$ cat config.mk
export PLATFORM = sky130hd
export DESIGN_NAME = controller_input_manager
export DESIGN_NICKNAME = d
export VERILOG_FILES = /design/src/rtl/controller_input_manager.sv
export SDC_FILE = /design/constraint.sdc
export NUM_CORES = 1
export LEC_CHECK = 0
export ABC_AREA = 1
export CORE_MARGIN = 5
export CORE_UTILIZATION = 58
export CTS_BUF_LIST = sky130_fd_sc_hd__clkbuf_8
export CTS_CLUSTER_DIAMETER = 50
export DETAILED_ROUTE_END_ITERATION = 6
export HOLD_SLACK_MARGIN = 0.06
export PLACE_DENSITY = 0.81
export SETUP_SLACK_MARGIN = 0.3
export SKIP_CTS_REPAIR_TIMING = 1
export SLEW_MARGIN = 20
export SYNTH_ARGS = -nofsm -noshare
export SYNTH_HDL_FRONTEND = slang
export SYNTH_SLANG_ARGS = --single-unit
$ cat constraint.sdc
create_clock -name clk -period 2.6 [get_ports clk]
set_input_delay 0.52 -clock clk [delete_from_list [all_inputs] [get_ports clk]]
set_output_delay 0.52 -clock clk [all_outputs]
set_load 0.02 [all_outputs]
$ cat src/rtl/controller_input_manager.sv
// Controller input manager: once per frame it requests a fetch from the serial
// controller interface, waits for the data to settle, and captures the button
// bytes. Each controller keeps its current state plus sticky pressed and
// released edge bits. The CPU reads these through a small register map with
// one cycle of latency.
module controller_input_manager #(
    parameter int NUM_CONTROLLERS = 2,
    parameter int SETTLE_CYCLES   = 16
) (
    input  logic                         clk,
    input  logic                         rst,
    input  logic                         frame_start_i,
    output logic                         start_fetch_o,
    input  logic [8*NUM_CONTROLLERS-1:0] data_LIST_i,
    input  logic                         rd_en_i,
    input  logic [3:0]                   rd_addr_i,
    output logic [7:0]                   rd_data_o,
    output logic                         busy_o
);

    typedef enum logic [1:0] {IDLE, REQUEST, SETTLE, CAPTURE} state_t;

    // The down-counter is loaded with N-1, so each timed state lasts N cycles.
    localparam logic [7:0] REQ_LOAD    = 8'd1;
    localparam logic [7:0] SETTLE_LOAD = 8'(SETTLE_CYCLES - 1);

    state_t     state_q;
    logic [7:0] cnt_q;
    logic       start_fetch_q;

    logic [NUM_CONTROLLERS-1:0][7:0] cur_q, cur_d;
    logic [NUM_CONTROLLERS-1:0][7:0] prev_q, prev_d;
    logic [NUM_CONTROLLERS-1:0][7:0] pressed_q, pressed_d;
    logic [NUM_CONTROLLERS-1:0][7:0] released_q, released_d;
    logic       frame_valid_q, frame_valid_d;
    logic       overrun_q, overrun_d;
    logic [7:0] rd_data_q, rd_data_d;
    logic [7:0] rd_val;

    logic       capture;
    logic       busy;
    logic [1:0] rd_ctrl;
    logic [1:0] rd_reg;
    logic       status_rd;

    // The previous-frame snapshot is not on the read map. It is kept so the
    // value can be probed during bring-up.
    logic unused_prev;
    assign unused_prev = ^prev_q;

    assign capture       = (state_q == CAPTURE);
    assign busy          = (state_q != IDLE);
    assign busy_o        = busy;
    assign start_fetch_o = start_fetch_q;
    assign rd_data_o     = rd_data_q;
    assign rd_ctrl       = rd_addr_i[3:2];
    assign rd_reg        = rd_addr_i[1:0];
    assign status_rd     = rd_en_i && (rd_reg == 2'd3);

    // Frame sequencer: IDLE -> REQUEST(2) -> SETTLE(N) -> CAPTURE(1) -> IDLE.
    always_ff @(posedge clk) begin
        if (rst) begin
            state_q       <= IDLE;
            cnt_q         <= 8'd0;
            start_fetch_q <= 1'b0;
        end else begin
            case (state_q)
                IDLE: begin
                    if (frame_start_i) begin
                        state_q       <= REQUEST;
                        cnt_q         <= REQ_LOAD;
                        start_fetch_q <= 1'b1;
                    end
                end
                REQUEST: begin
                    if (cnt_q == 8'd0) begin
                        state_q       <= SETTLE;
                        cnt_q         <= SETTLE_LOAD;
                        start_fetch_q <= 1'b0;
                    end else begin
                        cnt_q <= cnt_q - 8'd1;
                    end
                end
                SETTLE: begin
                    if (cnt_q == 8'd0) state_q <= CAPTURE;
                    else               cnt_q   <= cnt_q - 8'd1;
                end
                CAPTURE: state_q <= IDLE;
                default: begin
                    state_q       <= IDLE;
                    start_fetch_q <= 1'b0;
                end
            endcase
        end
    end

    // Next state of the per-controller registers. A read-clear and a capture in
    // the same cycle keep only the newly captured edges.
    always_comb begin
        cur_d      = cur_q;
        prev_d     = prev_q;
        pressed_d  = pressed_q;
        released_d = released_q;
        for (int k = 0; k < NUM_CONTROLLERS; k++) begin
            if (rd_en_i && rd_ctrl == 2'(k) && rd_reg == 2'd1) pressed_d[k]  = 8'h00;
            if (rd_en_i && rd_ctrl == 2'(k) && rd_reg == 2'd2) released_d[k] = 8'h00;
            if (capture) begin
                prev_d[k]     = cur_q[k];
                cur_d[k]      = data_LIST_i[8*k +: 8];
                pressed_d[k]  = pressed_d[k]  | (data_LIST_i[8*k +: 8] & ~cur_q[k]);
                released_d[k] = released_d[k] | (~data_LIST_i[8*k +: 8] & cur_q[k]);
            end
        end
        frame_valid_d = frame_valid_q | capture;
        // A new overrun takes priority over the clear caused by a status read.
        overrun_d     = (status_rd ? 1'b0 : overrun_q) | (frame_start_i & busy);
    end

    // Read mux. Status is the same at every index, and absent controllers read 0.
    always_comb begin
        rd_val = 8'h00;
        if (rd_reg == 2'd3) begin
            rd_val = {busy, 5'b0, overrun_q, frame_valid_q};
        end else begin
            for (int k = 0; k < NUM_CONTROLLERS; k++) begin
                if (rd_ctrl == 2'(k)) begin
                    case (rd_reg)
                        2'd0:    rd_val = cur_q[k];
                        2'd1:    rd_val = pressed_q[k];
                        2'd2:    rd_val = released_q[k];
                        default: rd_val = 8'h00;
                    endcase
                end
            end
        end
        rd_data_d = rd_en_i ? rd_val : rd_data_q;
    end

    // Controller state, sticky flags and the registered read port.
    always_ff @(posedge clk) begin
        if (rst) begin
            cur_q         <= '0;
            prev_q        <= '0;
            pressed_q     <= '0;
            released_q    <= '0;
            frame_valid_q <= 1'b0;
            overrun_q     <= 1'b0;
            rd_data_q     <= 8'h00;
        end else begin
            cur_q         <= cur_d;
            prev_q        <= prev_d;
            pressed_q     <= pressed_d;
            released_q    <= released_d;
            frame_valid_q <= frame_valid_d;
            overrun_q     <= overrun_d;
            rd_data_q     <= rd_data_d;
        end
    end

endmodule
Yosys cells after proc, flatten, opt, wreduce, memory -nomap -nowiden
Cells that the tools add are included.
{"block": "totals", "inputBits": 24, "regBits": 69, "ramBits": 0, "rom_bits": 0, "elab_cells": 81, "output_inout_bits": 10, "mem_count": 0, "latch_bits": 0}
{"block": "classes", "n_addsub": 1, "bitwise": 15, "order_cmp": 0, "reduce_logical": 17, "n_eq_ne": 11, "mux": 25, "shifts": 0, "n_div": 0, "n_mul": 0}
{"op": "8-bit two-way mux", "count": 14}
{"op": "8-bit one-hot mux with 3 select lines", "count": 3}
{"op": "8-bit bitwise AND", "count": 4}
{"op": "8-bit NOT", "count": 4}
{"op": "8-bit bitwise OR", "count": 4}
{"op": "3-bit AND reduction", "count": 3}
{"op": "2-bit equality test (second input constant)", "count": 4}
{"op": "8-bit zero test", "count": 1}
{"op": "2-bit inequality test (second input constant)", "count": 4}
{"op": "2-bit one-hot mux with 4 select lines", "count": 1}
{"op": "8-bit by 1-bit subtractor with 8-bit output (second input constant)", "count": 1}
{"op": "1-bit logical AND", "count": 7}
{"op": "2-bit by 1-bit equality test with 1-bit output (second input constant)", "count": 3}
{"op": "2-bit zero test", "count": 3}
{"op": "2-bit two-way mux", "count": 3}
{"op": "2-bit nonzero test", "count": 2}
{"op": "1-bit two-way mux", "count": 3}
{"op": "3-bit nonzero test", "count": 1}
{"op": "1-bit bitwise OR", "count": 2}
{"op": "1-bit one-hot mux with 2 select lines", "count": 1}
{"op": "1-bit bitwise AND", "count": 1}

Logic depth before layout (Yosys ltp)
{"block": "logic_depth", "ltp_word": 6, "depth_mapped": 11, "depth_no_buf": 11}

Least setup slack after synthesis
OpenSTA, ideal clock, no wires.
{"block": "synth_timing", "path_kind": "flip-flop to flip-flop", "from": "register state_q[0]", "to": "register cnt_q[5]", "stages_incl_launch_ff": 11, "setup_ns": 0.113, "path_slack_ns": 1.060, "required_ns": 2.487, "n_path_buf": 0, "t_arrival_ns": 1.427, "synth_period_minus_slack_ns": 1.540, "path_cell_list": "dfxtp_1 -> inv_1 -> ha_1 -> nand2_1 -> inv_1 -> nor2_2 -> inv_1 -> a21oi_2 -> nand2_1 -> nand3_1 -> nor2_1"}
{"block": "synth_between", "elab_chain_len": 3, "elab_cells_between_ends": 8, "classes_between": "eq/ne (4); mux (1); reduce/logical (3)"}
{"item": "start: declaration", "line": "27", "source": "state_t state_q;"}
{"item": "start signal: assignment", "line": "63", "source": "state_q <= IDLE;"}
{"item": "start signal: assignment", "line": "70", "source": "state_q <= REQUEST;"}
{"item": "start signal: assignment", "line": "77", "source": "state_q <= SETTLE;"}
{"item": "2-bit equality test, or another cell as far along", "line": "67", "source": "case (state_q)"}
{"item": "2-bit inequality test (no source line) / 3-bit nonzero test (equally long branches)"}
{"item": "3-bit AND reduction (no source line)"}
{"item": "end signal: assignment", "line": "81", "source": "cnt_q <= cnt_q - 8'd1;"}
{"item": "end signal: assignment", "line": "86", "source": "else cnt_q <= cnt_q - 8'd1;"}
{"item": "end: declaration", "line": "28", "source": "logic [7:0] cnt_q;"}
Parallel ways exist; a longest one is shown, timed or not.
A chain may end at the register's enable or synchronous reset.

Final worst setup path
{"block": "layout_timing", "from": "register state_q[0]", "to": "output port busy_o"}
{"block": "layout_between", "elab_chain_len": 1}
{"item": "2-bit nonzero test", "line": "52", "source": "assign busy = (state_q != IDLE);"}
{"item": "end: declaration", "line": "18", "source": "output logic busy_o"}
No other way between the ends.

==> metrics.md <==
| Metric | Value |
|---|---|
| Status | complete, no violations |
| Post-route ant nets | 0 |
| Max-cap violations | 0 |
| Clock Sinks | 69 |
| Pint | 1980 uW |
| Max Buffers Root-to-Sink | 2 |
| Critical Path, Cell by Cell | inv_1, ha_1, inv_1, dlymetal6s2s_1 |
| CP Class | reg -> out |
| Initial antenna violation count | 0 |
| Crit path largest cell delay | 0.39 ns |
| Power Total | 3190 uW |
| Unrepaired setup endpoints after global routing | false |
| Die Wd | 84.7 um |
| Post-synth EDFFs | 0 |
| Fillcell total | 480 |
| Crit path capture type | output pin |
| Leakage | 0.00152 uW |
| Nets | 546 |
| Avg Inst Size Synth | 6.73 um^2 |
| Most common cell after layout, fill and taps aside | nand2_1 |
| CP startpoint | state_q[0] |
| Final Wtd Congestion | 0.865 |
| GR Util met2 | 38.2% |
| Most used cell, CP | inv_1 |
| Worst-path maximum fanout | 5 |
| Final setup fails | 0 |
| Comb power frac | 34.5% |
| Initial DRT Pass Iterations | 5 |
| #FFs+latches synth | 69 |
| Clk pwr share | 24.7% |
| Synth Area in XOR/XNOR | 0.270% |
| Leading cell types in the layout, fill and taps excluded | 172 x nand2_1, 69 x dfxtp_1, 50 x nor2_1 |
| Largest family of logic cells by synthesized area | simple AND/OR/NAND/NOR gates |
| Required time at the worst-slack endpoint | 2.08 ns |
| Post-DP HPWL | 5.48 mm |
| # IOs | 34 |
| Drt drc | 0 |
| GR peak layer | met2 |
| Final Slew Violations | 0 |
| Slew of the pin with the lowest slew margin | 0.864 ns |
| Simple-Gate Fraction of Synth Area | 34.8% |
| F_max | 504 MHz |
| Slew HR | 42.4% |
| Synthesized area | 3240 um^2 |
| GRT met3 Usage | 4.91% |
| Root buf cell | clkbuf_8 |
| Period minus WS final | 1.98 ns |
| Top FF cell, synth | dfxtp_1 |
| Sequential element share of the synthesized area | 42.6% |
| Area Growth Syn to Fin | 17.7% |
| Die Y | 84.7 um |
| Final period utilization | 76.3% |
| P_sw | 1210 uW |
| Synth area leader | dfxtp_1 |
| VDD IR max | 0.695 mV |
| TNS Setup | 0 ns |
| Sw Share | 37.9% |
| CTS tree | built |
| Die area | 7180 um^2 |
| Netlist cell types | 26 |
| Initial core utilization | 59.2% |
| DR iter-0 viols | 187 |
| Skew-Pair Late Insertion Delay | 0.34 ns |
| Worst hold start | pressed_q[5] |
| Final Hold Fails | 0 |
| Port Buffers | 33 |
| GRT overflow | 0 |
| CP Launch Type | flip-flop |
| Synth Area in Adders | 2.32% |
| Share of cells above drive strength 1 | 6.14% |
| CP max stage cell | dfxtp_1 |
| Syn_nets | 511 |
| Proportion of netlist area held by the largest area contributor | 42.6% |
| Seq pwr share | 40.8% |
| Routed WL per cell | 13.2 um |
| # rows | 27 |
| Synth async-reset ratio | 0% |
| Largest net degree at the start of global routing | 33 |
| Clock slew at reported path FFs | 0.07 ns |
| Met1 Use GR | 27.8% |
| Multiplexer share of the synthesized area | 0% |
| Vias/cell | 5.33 |
| R2r startpoint | state_q[0] |
| Total core area | 5470 um^2 |
| DR vias | 3161 |
| All-Layer GR Usage | 22.7% |
| P per Cell Area | 836 nW/um^2 |
| H-tree Lvls | 3 |
| Ys Warns | 0 |
| Inserted Clock Buffers | 9 |
| Mapped Cells | 481 |
| Worst Hold Class | reg -> reg |
| ANT cells | 0 |
| CP Data Arrival Time | 1.46 ns |
| Vias in the first global route | 3034 |
| Final Skew | 0.00449 ns |
| Post-Route WL | 7.83 mm |
| Post-synthesis compound-gate area fraction | 13.0% |
| First-pass GRT wire length | 13.4 mm |
| Synth area leaders | dfxtp_1 43%, nand2_1 20%, a21oi_1 7.4%, nor2_1 5.8%, nand3_1 5.7% |
## state kept, by name, indices dropped and copies added (netlist names)
| signal | count |
|---|---|
| cnt_q | 8 |
| cur_q | 16 |
| frame_valid_q | 1 |
| overrun_q | 1 |
| pressed_q | 16 |
| rd_data_o | 8 |
| released_q | 16 |
| start_fetch_o | 1 |
| state_q | 2 |
## per-layer routing
metal	routed length [um]	share of wire (%)
met2	3740	48
met4	177	2.3
met3	396	5.1
met5	0	0
met1	3520	45
## cell type report
class | count | area (um^2) | share of cell area [%]
multi-input cells | 357 | 1630 | 42.9
inverters | 39 | 146 | 3.84
repair buffers | 40 | 380 | 9.98
flip-flops and latches | 69 | 1380 | 36.2
clock buffers | 11 | 151 | 3.97
well taps | 72 | 90.1 | 2.36
clock inverters | 5 | 27.5 | 0.722
## stage by stage
stage | std cells | setup slack (ns) | utilization, % | hold WS, ns | cell area [um^2]
after floorplan | 481 | 1.06 | - | 0.435 | 3240
after global placement | 577 | 0.401 | 66.3 | 0.447 | 3630
after detailed placement | 577 | 0.309 | 66.3 | 0.453 | 3630
after CTS | 593 | 0.232 | 69.6 | 0.464 | 3810
after global routing | 593 | 0.533 | 69.6 | 0.480 | 3810
final | 593 | 0.617 | 69.6 | 0.463 | 3810
## cell usage after synthesis (all sizes together), types with 2 or more instances
cell type / n
inv: 37
nand3: 37
o21ai: 9
ha: 6
a21oi: 49
a211oi: 13
clkinv: 2
nand3b: 3
clkbuf: 8
dfxtp: 69
nor3: 3
or2: 2
nor2: 55
nand2: 172
nand4: 3
a22oi: 3
buf: 8
## power by group through the flow
stage | sequential, uW | combinational (uW) | clock, uW
after floorplan | 1300 | 808 | 0
after global placement | 1310 | 1040 | 0
after detailed placement | 1320 | 1080 | 0
after CTS | 1300 | 1090 | 795
after global routing | 1320 | 1270 | 838
final | 1300 | 1100 | 787
## path summary, 6_finish.rpt
check | depth (start not counted) | slack [ns] | to
worst min register to register | 2 | 0.46 | pressed_q[5]
worst max-delay path | 4 | 0.62 | busy_o
worst min-delay path | 2 | 0.46 | pressed_q[5]
worst max register to register | 10 | 0.71 | cnt_q[4]
## cell families after synthesis
family,Yosys count
flip-flops,69
AND/OR/NAND/NOR,275
buffers and inverters,55
AO/OA/AOI/OAI,75
XOR/XNOR,1
adder cells (fa/ha/maj),6
## worst max-delay path: cells and delay by family (launching register included)
kind	cells	cell delay, ns
buffers and inverters	3	0.46
adder cells (fa/ha/maj)	1	0.26
flip-flops	1	0.39
(Power assumes the default switching activity.)
